### src/rtl/beep_pkg.sv
// Shared types and helpers for the beep sequencer.
//   state_e    : FSM encoding (idle, tone on, silent gap)
//   BCD_TIME_W : width of a BCD {hh,mm,ss} time value
//   max1()     : beep count with 0 mapped to 1
package beep_pkg;

  typedef enum logic [1:0] {
    StIdle = 2'b00,
    StOn   = 2'b01,
    StGap  = 2'b10
  } state_e;

  localparam int unsigned BCD_TIME_W = 24;

  function automatic int unsigned max1(input int unsigned count);
    return (count == 0) ? 1 : count;
  endfunction

endpackage

### src/rtl/beep_sequencer_if.sv
// Control/status bundle between the key/RTC front end and the beep sequencer.
//   master : drives trig, cancel, alarm setup, rtc_time, burst and tone settings;
//            observes busy, alarm_hit, buzzer_n
//   slave  : the sequencer side (mirror of master)
interface beep_sequencer_if
  import beep_pkg::*;
#(
  parameter int unsigned CNT_W   = 4,
  parameter int unsigned PHASE_W = 32
) ();

  logic                  trig;
  logic                  cancel;
  logic                  alarm_en;
  logic [BCD_TIME_W-1:0] alarm_time;
  logic [BCD_TIME_W-1:0] rtc_time;
  logic [CNT_W-1:0]      beep_count;
  logic [PHASE_W-1:0]    tone_step;
  logic [PHASE_W-1:0]    duty;
  logic                  busy;
  logic                  alarm_hit;
  logic                  buzzer_n;

  modport master (
    output trig, cancel, alarm_en, alarm_time, rtc_time, beep_count, tone_step, duty,
    input  busy, alarm_hit, buzzer_n
  );

  modport slave (
    input  trig, cancel, alarm_en, alarm_time, rtc_time, beep_count, tone_step, duty,
    output busy, alarm_hit, buzzer_n
  );

endinterface

### src/rtl/beep_sequencer_tone_nco.sv
// NCO tone generator: phase accumulator with duty compare.
//   clk, rst_n : clock, async active-low reset
//   run        : advance phase by step this cycle
//   clr        : zero the phase (wins over run)
//   step, duty : phase increment and high threshold
//   pwm        : high while phase < duty
module tone_nco #(
  parameter int unsigned PHASE_W = 32
) (
  input  logic               clk,
  input  logic               rst_n,
  input  logic               run,
  input  logic               clr,
  input  logic [PHASE_W-1:0] step,
  input  logic [PHASE_W-1:0] duty,
  output logic               pwm
);

  logic [PHASE_W-1:0] phase_d, phase_q;

  always_comb begin
    phase_d = phase_q;
    if (clr) begin
      phase_d = '0;
    end else if (run) begin
      phase_d = phase_q + step; // natural modulo-2^PHASE_W wrap
    end
  end

  always_ff @(posedge clk or negedge rst_n) begin
    if (!rst_n) phase_q <= '0;
    else        phase_q <= phase_d;
  end

  assign pwm = (phase_q < duty);

endmodule

### src/rtl/beep_sequencer.sv
// Buzzer burst controller: plays max(beep_count,1) tone beeps separated by
// silent gaps, started by trig or by a rising alarm match of the RTC time.
//   clk, rst_n : clock, async active-low reset
//   bus        : beep_sequencer_if.slave (trig/cancel/alarm/tone in; busy,
//                alarm_hit, buzzer_n out)
// Optional: define BEEP_SWEEP_EN to raise the pitch ~12.5 % on every beep.
module beep_sequencer
  import beep_pkg::*;
#(
  parameter int unsigned PHASE_W    = 32,
  parameter int unsigned ON_CYCLES  = 12_500_000,
  parameter int unsigned GAP_CYCLES = 5_000_000,
  parameter int unsigned CNT_W      = 4,
  parameter int unsigned TIMER_W    = 32
) (
  input logic              clk,
  input logic              rst_n,
  beep_sequencer_if.slave  bus
);

  localparam logic [TIMER_W-1:0] OnLast  = TIMER_W'(ON_CYCLES - 1);
  localparam logic [TIMER_W-1:0] GapLast = TIMER_W'(GAP_CYCLES - 1);

  state_e             state_d, state_q;
  logic [TIMER_W-1:0] timer_d, timer_q;
  logic [CNT_W-1:0]   beeps_left_d, beeps_left_q;
  logic               match, match_q, alarm_hit_q;
  logic               start, start_burst, next_beep;
  logic [PHASE_W-1:0] nco_step;
  logic               pwm;

  // Edge detect so a match held for a whole RTC second fires once.
  assign match = bus.alarm_en & (bus.rtc_time == bus.alarm_time);
  assign start = bus.trig | alarm_hit_q;

  always_comb begin
    state_d      = state_q;
    timer_d      = timer_q;
    beeps_left_d = beeps_left_q;
    start_burst  = 1'b0;
    next_beep    = 1'b0;
    if (bus.cancel) begin
      state_d      = StIdle;
      timer_d      = '0;
      beeps_left_d = '0;
    end else begin
      unique case (state_q)
        StIdle: begin
          if (start) begin
            start_burst  = 1'b1;
            state_d      = StOn;
            timer_d      = '0;
            beeps_left_d = CNT_W'(max1(32'(bus.beep_count)) - 1);
          end
        end
        StOn: begin
          if (timer_q == OnLast) begin
            timer_d = '0;
            state_d = (beeps_left_q == '0) ? StIdle : StGap;
          end else begin
            timer_d = timer_q + TIMER_W'(1);
          end
        end
        StGap: begin
          if (timer_q == GapLast) begin
            next_beep    = 1'b1;
            timer_d      = '0;
            beeps_left_d = beeps_left_q - CNT_W'(1);
            state_d      = StOn;
          end else begin
            timer_d = timer_q + TIMER_W'(1);
          end
        end
        default: state_d = StIdle;
      endcase
    end
  end

  always_ff @(posedge clk or negedge rst_n) begin
    if (!rst_n) begin
      state_q      <= StIdle;
      timer_q      <= '0;
      beeps_left_q <= '0;
      match_q      <= 1'b0;
      alarm_hit_q  <= 1'b0;
    end else begin
      state_q      <= state_d;
      timer_q      <= timer_d;
      beeps_left_q <= beeps_left_d;
      match_q      <= match;
      alarm_hit_q  <= match & ~match_q;
    end
  end

`ifdef BEEP_SWEEP_EN
  logic [PHASE_W-1:0] step_d, step_q;
  logic [PHASE_W:0]   step_sum;

  assign step_sum = {1'b0, step_q} + {1'b0, (step_q >> 3)};

  always_comb begin
    step_d = step_q;
    if (start_burst) begin
      step_d = bus.tone_step;
    end else if (next_beep) begin
      step_d = step_sum[PHASE_W] ? '1 : step_sum[PHASE_W-1:0]; // saturate
    end
  end

  always_ff @(posedge clk or negedge rst_n) begin
    if (!rst_n) step_q <= '0;
    else        step_q <= step_d;
  end

  assign nco_step = step_q;
`else
  assign nco_step = bus.tone_step;
`endif

  tone_nco #(
    .PHASE_W (PHASE_W)
  ) u_tone_nco (
    .clk   (clk),
    .rst_n (rst_n),
    .run   (state_q == StOn),
    .clr   (start_burst | next_beep),
    .step  (nco_step),
    .duty  (bus.duty),
    .pwm   (pwm)
  );

  assign bus.busy      = (state_q != StIdle);
  assign bus.alarm_hit = alarm_hit_q;
  assign bus.buzzer_n  = ~((state_q == StOn) & pwm);

endmodule

### src/flat_wrapper.sv
// flat-port wrapper written by rule: the top's interface ports become plain ports
module beep_sequencer_flat import beep_pkg::*;
#(
  parameter int unsigned PHASE_W    = 32,
  parameter int unsigned ON_CYCLES  = 12_500_000,
  parameter int unsigned GAP_CYCLES = 5_000_000,
  parameter int unsigned CNT_W      = 4,
  parameter int unsigned TIMER_W    = 32
)
  (clk, rst_n, bus_trig, bus_cancel, bus_alarm_en, bus_alarm_time, bus_rtc_time, bus_beep_count, bus_tone_step, bus_duty, bus_busy, bus_alarm_hit, bus_buzzer_n);
  beep_sequencer_if #(.CNT_W(CNT_W), .PHASE_W(PHASE_W)) bus_i ();
  input logic clk;
  input logic rst_n;
  input wire logic [$bits(bus_i.trig)-1:0] bus_trig;
  input wire logic [$bits(bus_i.cancel)-1:0] bus_cancel;
  input wire logic [$bits(bus_i.alarm_en)-1:0] bus_alarm_en;
  input wire logic [$bits(bus_i.alarm_time)-1:0] bus_alarm_time;
  input wire logic [$bits(bus_i.rtc_time)-1:0] bus_rtc_time;
  input wire logic [$bits(bus_i.beep_count)-1:0] bus_beep_count;
  input wire logic [$bits(bus_i.tone_step)-1:0] bus_tone_step;
  input wire logic [$bits(bus_i.duty)-1:0] bus_duty;
  output wire logic [$bits(bus_i.busy)-1:0] bus_busy;
  output wire logic [$bits(bus_i.alarm_hit)-1:0] bus_alarm_hit;
  output wire logic [$bits(bus_i.buzzer_n)-1:0] bus_buzzer_n;
  assign bus_i.trig = bus_trig;
  assign bus_i.cancel = bus_cancel;
  assign bus_i.alarm_en = bus_alarm_en;
  assign bus_i.alarm_time = bus_alarm_time;
  assign bus_i.rtc_time = bus_rtc_time;
  assign bus_i.beep_count = bus_beep_count;
  assign bus_i.tone_step = bus_tone_step;
  assign bus_i.duty = bus_duty;
  assign bus_busy = bus_i.busy;
  assign bus_alarm_hit = bus_i.alarm_hit;
  assign bus_buzzer_n = bus_i.buzzer_n;
  beep_sequencer #(.PHASE_W(PHASE_W), .ON_CYCLES(ON_CYCLES), .GAP_CYCLES(GAP_CYCLES), .CNT_W(CNT_W), .TIMER_W(TIMER_W)) u_core (.clk(clk), .rst_n(rst_n), .bus(bus_i));
endmodule
### config.mk
export PLATFORM = sky130hd
export DESIGN_NAME = beep_sequencer_flat
export DESIGN_NICKNAME = d
export VERILOG_FILES = /design/src/rtl/beep_pkg.sv /design/src/rtl/beep_sequencer_if.sv /design/src/rtl/beep_sequencer_tone_nco.sv /design/src/rtl/beep_sequencer.sv /design/src/flat_wrapper.sv
export SDC_FILE = /design/constraint.sdc
export NUM_CORES = 1
export LEC_CHECK = 0
export CAP_MARGIN = 20
export CORE_MARGIN = 3
export CORE_UTILIZATION = 45
export CTS_BUF_LIST = sky130_fd_sc_hd__clkbuf_8
export DETAILED_ROUTE_END_ITERATION = 12
export GPL_ROUTABILITY_DRIVEN = 0
export PLACE_DENSITY_LB_ADDON = 0.05
export RECOVER_POWER = 25
export SYNTH_ARGS = -nofsm -noshare
export SYNTH_HDL_FRONTEND = slang
export SYNTH_SLANG_ARGS = --single-unit
### constraint.sdc
create_clock -name clk -period 3.3 [get_ports clk]
set_input_delay 0.495 -clock clk [delete_from_list [all_inputs] [get_ports clk]]
set_output_delay 0.495 -clock clk [all_outputs]
set_load 0.02 [all_outputs]
After elaboration in Yosys (flattened, before gate mapping) --
Cells that the tools add are included.
Storage, ports and cells: bits in registers 72, output and inout bits 3, logic and storage cells 60
Cells by class: $add $sub $neg 4, order comparisons 1, eq/ne operators 8, muxes and demuxes 24, bitwise operators 7, reductions and logical operators 10
Operators with widths (count):
- 32-bit two-way mux | 6
- 32-bit case mux with 3 select lines | 1
- 32-bit by 1-bit adder with 32-bit output, second input constant | 1
- 32-bit adder | 1
- 32-bit by 23-bit equality test with 1-bit output, second input constant | 1
- 32-bit by 24-bit equality test with 1-bit output, second input constant | 1
- 32-bit < comparator | 1
- 24-bit equality test | 1
- 4-bit two-way mux | 4
- 2-bit two-way mux | 5
- 3-bit by 2-bit != test with 1-bit output, second input constant | 3
- 4-bit logical NOT | 2
- 4-bit case mux with 2 select lines | 1
- 4-bit by 1-bit subtractor with 4-bit output, second input constant | 2
- 1-bit two-way mux | 6
- 2-bit case mux with 3 select lines | 1
- 3-bit AND reduction | 2
- 2-bit nonzero test | 2
- 4-bit nonzero test | 1
- 1-bit AND | 3
- 3-bit nonzero test | 1
- 2-bit by 1-bit equality test with 1-bit output, second input constant | 1
- 2-bit equality test, second input constant | 1
- 2-bit logical NOT | 1
- 3 further kinds | 5

Longest topological paths before layout --
word-level depth 6, mapped depth 12, mapped depth without buffers 12

Cells and area by module --
Synthesis repeated with hierarchy kept, for this count alone.
Second synthesis, totals: cells, all modules 722, area, all modules 6262.3 um^2
By module, submodules not included:
- tone_nco | instances 1, cells an instance 438, area an instance 3659.8 um^2
- beep_sequencer | instances 1, cells an instance 284, area an instance 2602.5 um^2

Worst setup path after synthesis --
OpenSTA, ideal clock, no wires.
path type in2reg, start point in bus_tone_step[3], end point reg u_core.u_tone_nco.phase_q[31], setup time 0.128 ns, arrival time 2.698 ns, data required time 3.172 ns, slack 0.474 ns, stages 10, buffers on the path 0, path through ha_1 -> a2111oi_2 -> o21ai_1 -> a211oi_2 -> o211ai_1 -> a41oi_2 -> o211ai_1 -> and3_1 -> nor3_2 -> mux2_1
On the way: word-level cells in the longest chain between the ends 3
Ends and longest elaborated chain:
- start: declaration | line flat_wrapper.sv:20 | input wire logic [$bits(bus_i.tone_step)-1:0] bus_tone_step;
- 32-bit adder | line beep_sequencer_tone_nco.sv:26 | phase_d = phase_q + step;
- 32-bit two-way mux | line beep_sequencer_tone_nco.sv:25 | end else if (run) begin
- 32-bit two-way mux | line beep_sequencer_tone_nco.sv:23 | if (clr) begin
- end signal: assignment | line beep_sequencer_tone_nco.sv:32 | else phase_q <= phase_d;
- end: declaration | line beep_sequencer_tone_nco.sv:19 | logic [PHASE_W-1:0] phase_d, phase_q;
Every way passes these cells. The select of a mux whose other input is x is not followed. A chain may end at the register's enable or synchronous reset.

Worst setup path in the final report --
start point in bus_duty[1], end point out bus_buzzer_n
On the way: word-level cells in the longest chain between the ends 3
Ends and longest elaborated chain:
- start: declaration | line flat_wrapper.sv:21 | input wire logic [$bits(bus_i.duty)-1:0] bus_duty;
- 32-bit < comparator | line beep_sequencer_tone_nco.sv:35 | assign pwm = (phase_q < duty);
- 1-bit AND | line beep_sequencer.sv:134 | assign bus.buzzer_n = ~((state_q == StOn) & pwm);
- 1-bit NOT | line beep_sequencer.sv:134
- end: declaration | line flat_wrapper.sv:24 | output wire logic [$bits(bus_i.buzzer_n)-1:0] bus_buzzer_n;
Every way passes these cells.

==> out/results.ini <==
[grt]
antenna_found_initial=0
grtUsageMet3_pct=5.535
grt-busiest-layer=met2
use_met2_pct=38.94
grt_pass1_wl_um=26690
grt_remaining_overflow=0
grt_use_total_pct=21.83
grtUsageMet1_pct=26.25
grt_max_degree=47
grt_pass1_vias=5786

[finish]
register_area_um2=1802
multi_input_area_um2=4167
num_antenna_cells=0
fillers=1210
area_delta_synth_final_pct=30.21
final_cells=1065
drive_gt1_share_pct=9.111
fin_area_um2=8095
num-nets-final=1074

[logic_synthesis]
syn_area_per_cell_um2=8.517
synthTopCellsByArea=dfrtp_1, ha_1, xnor2_1, nor2_1, xor2_1
synthDominantCellAreaShare_pct=28.98
ys_types=66
synth_nets=920
synth-async-reset-ratio_pct=100.0
syn_inst=730
synthFlopType=dfrtp_1
synth-seq-area-share_pct=28.98
ys_ff_latch=72
synthesis.area_um2=6217
synth_edf_count=0
yosysTopAreaCell=dfrtp_1
yosysWarnings=0

[setup_path]
cp_slowest_stage_delay_ns=0.45
cp.required_ns=2.80
crit_arrival_ns=2.66
critPathMaxFanout=1
crit_path_start_kind=input port
crit_path_end_kind=output port
crit_slowest_cell=clkdlybuf4s50_1
timing.critical_path.mode_cell=a21o_1
worstSetupPathType=input port to output port
path_cells=clkdlybuf4s50_1, inv_1, ha_1, a21o_1, a21o_1, a21o_1, a21o_1, a21oi_1, o21ai_1, a21oi_2, o211ai_1, buf_2

[drt]
viasPerCell=5.515
routed_wl_um=16050
wl_per_cell_um=15.07
antenna_left=0
detail_route.first_pass.iterations=5
drc=0
drt_iter0_markers=231
vias=5873

[clocking]
root_buffer=clkbuf_8
hold_buffers=0
clkTransAtPathRegs_ns=0.08
cts_tree=done
cts_buffer_depth=2
cts-buffers-inserted=9
h-tree-depth=3
cts_sinks=72
worstSkewPairLatency_ns=0.38

[timing]
setup_viol=0
finalCritPeriodShare_pct=95.50
slew_violations=28
skew_ns=0.01473
tightest_slew_ns=1.633
rsz0062_at_grt=false
relSlewSlack_pct=-8.842
whs_ns=0.3899
min_period_ns=3.151
max_freq_ghz=0.3173
worst_slack_ns=0.1487
finalHoldViolations=0

[pwr]
p_leak_uw=0.003705
peakVddDrop_uv=228.6
power_density_nw_per_um2=634.3

[die]
core-area_um2=13400
die_height_um=123.5
die_w_um=123.5
rows=42
ios=124
start_util_pct=46.40
die_area_um2=15260

[run]
max_cap_viol_count=1

[placement]
hpwlAfterDp_um=12660
dp_slack_ns=-0.3973
place_area_um2=7884
dp.cells=1049
portBuffers=123

[status]
violations=capacitance limit, slew limit
outcome=finished, violations left

[min_path]
worstHoldPathType=register to register

[worst max-delay path, delay by kind of cell]
family	cells	cell delay, ns
adders and majority gates	1	0.27
AOI/OAI and AO/OA	8	1.22
buffers and inverters	3	0.66
[registers in the layout (all words and copies together), names as in the netlist]
register                   count
u_core.timer_q                32
u_core.u_tone_nco.phase_q     32
u_core.beeps_left_q            4
u_core.state_q                 2
u_core.bus.alarm_hit           1
u_core.match_q                 1
[cells by family (layout without fill, tap and decap cells)]
| family | after synthesis | after routing | synth area share [%] |
|---|---|---|---|
| xor+xnor | 61 | 61 | 8.593 |
| fa+ha+maj | 69 | 69 | 14.01 |
| compound gates | 179 | 179 | 19.16 |
| mux | 23 | 23 | 3.743 |
| simple gates | 260 | 260 | 21.27 |
| flops | 72 | 72 | 28.98 |
| buf+inv | 66 | 225 | 4.246 |
[metrics by stage]
stage / setup TNS, ns / util [%] / power [uW]
5_1_grt: 0 / 60.41 / 5611
2_1_floorplan: 0 / - / 3384
3_5_place_dp: -0.5692 / 58.83 / 4331
3_3_place_gp: -0.4300 / 58.83 / 4234
6_report: 0 / 60.41 / 5135
4_1_cts: 0 / 60.53 / 5173
[placed cells by master, fill, tap and decap left out, types with 31 or more instances in the layout]
cell / count
ha_1: 67
clkdlybuf4s50_1: 121
dfrtp_1: 72
nor2_1: 81
buf_4: 38
o21ai_0: 31
nand2_1: 52
a21oi_1: 42
xnor2_1: 36
inv_1: 47
[metal layers]
layer / up-vias / part of all wire, %
met5: - / 0
met4: 0 / 1.5
met3: 17 / 5.4
met2: 151 / 50
met1: 2758 / 43
li1: 2947 / -
[cells in the mapped netlist, types with 3 or more instances]
| cell type | n |
|---|---|
| nand3_1 | 20 |
| or3_1 | 5 |
| nand2b_1 | 8 |
| buf_2 | 4 |
| nand3b_1 | 3 |
| nor4_1 | 9 |
| xor2_1 | 25 |
| nor3_1 | 13 |
| a211oi_1 | 9 |
| o21ai_1 | 21 |
| ha_1 | 68 |
| nor2b_1 | 9 |
| o21ai_0 | 33 |
| nor4b_1 | 3 |
| nor3_2 | 3 |
| buf_4 | 3 |
| clkbuf_1 | 11 |
| nand2_1 | 52 |
| and3_1 | 9 |
| o31ai_1 | 6 |
| o211ai_1 | 4 |
| dfrtp_1 | 72 |
| and2_1 | 5 |
| o21a_1 | 4 |
| nand4_1 | 25 |
| xnor2_1 | 36 |
| mux2i_1 | 21 |
| or4_1 | 3 |
| a31oi_1 | 7 |
| a21oi_1 | 43 |
| nor2_1 | 81 |
| a21o_1 | 24 |
| inv_1 | 46 |
[report_power, final]
group	leakage (uW)	internal, uW	switching [uW]
Clock	0.000107	427	377
Combinational	0.00264	1430	1630
Sequential	0.000962	1080	193
Total	0.00370	2940	2190
[area by class of cell]
class                   count  share of cell area (%)
clock inverters             7                   1.190
multi-input cells         592                   51.47
inverters                  47                   2.179
clock buffers               9                   1.530
repair buffers            162                   18.66
flip-flops and latches     72                   22.26
well taps                 176                   2.720
[final timing paths]
kind / from / to / slack (ns) / depth (start not counted)
worst max-delay path: bus_duty[1] / bus_buzzer_n / 0.15 / 12
worst min-delay path: u_core.match_q / u_core.bus.alarm_hit / 0.39 / 1
worst max register to register: u_core.u_tone_nco.phase_q[3] / u_core.u_tone_nco.phase_q[31] / 0.43 / 10
worst min register to register: u_core.match_q / u_core.bus.alarm_hit / 0.39 / 1
max in group asynchronous: rst_n / u_core.timer_q[25] / 0.82 / 2
min in group asynchronous: rst_n / u_core.u_tone_nco.phase_q[3] / 0.52 / 1
[what timing repair did]
| item | CTS | global route |
|---|---|---|
| pin swaps | 1 | 2 |
| cloned | 0 | 0 |
| setup buffers | 0 | 0 |
| gates resized for setup | 8 | 1 |
| endpoints found under the setup margin | 1 | 1 |
(Power assumes the default switching activity.)
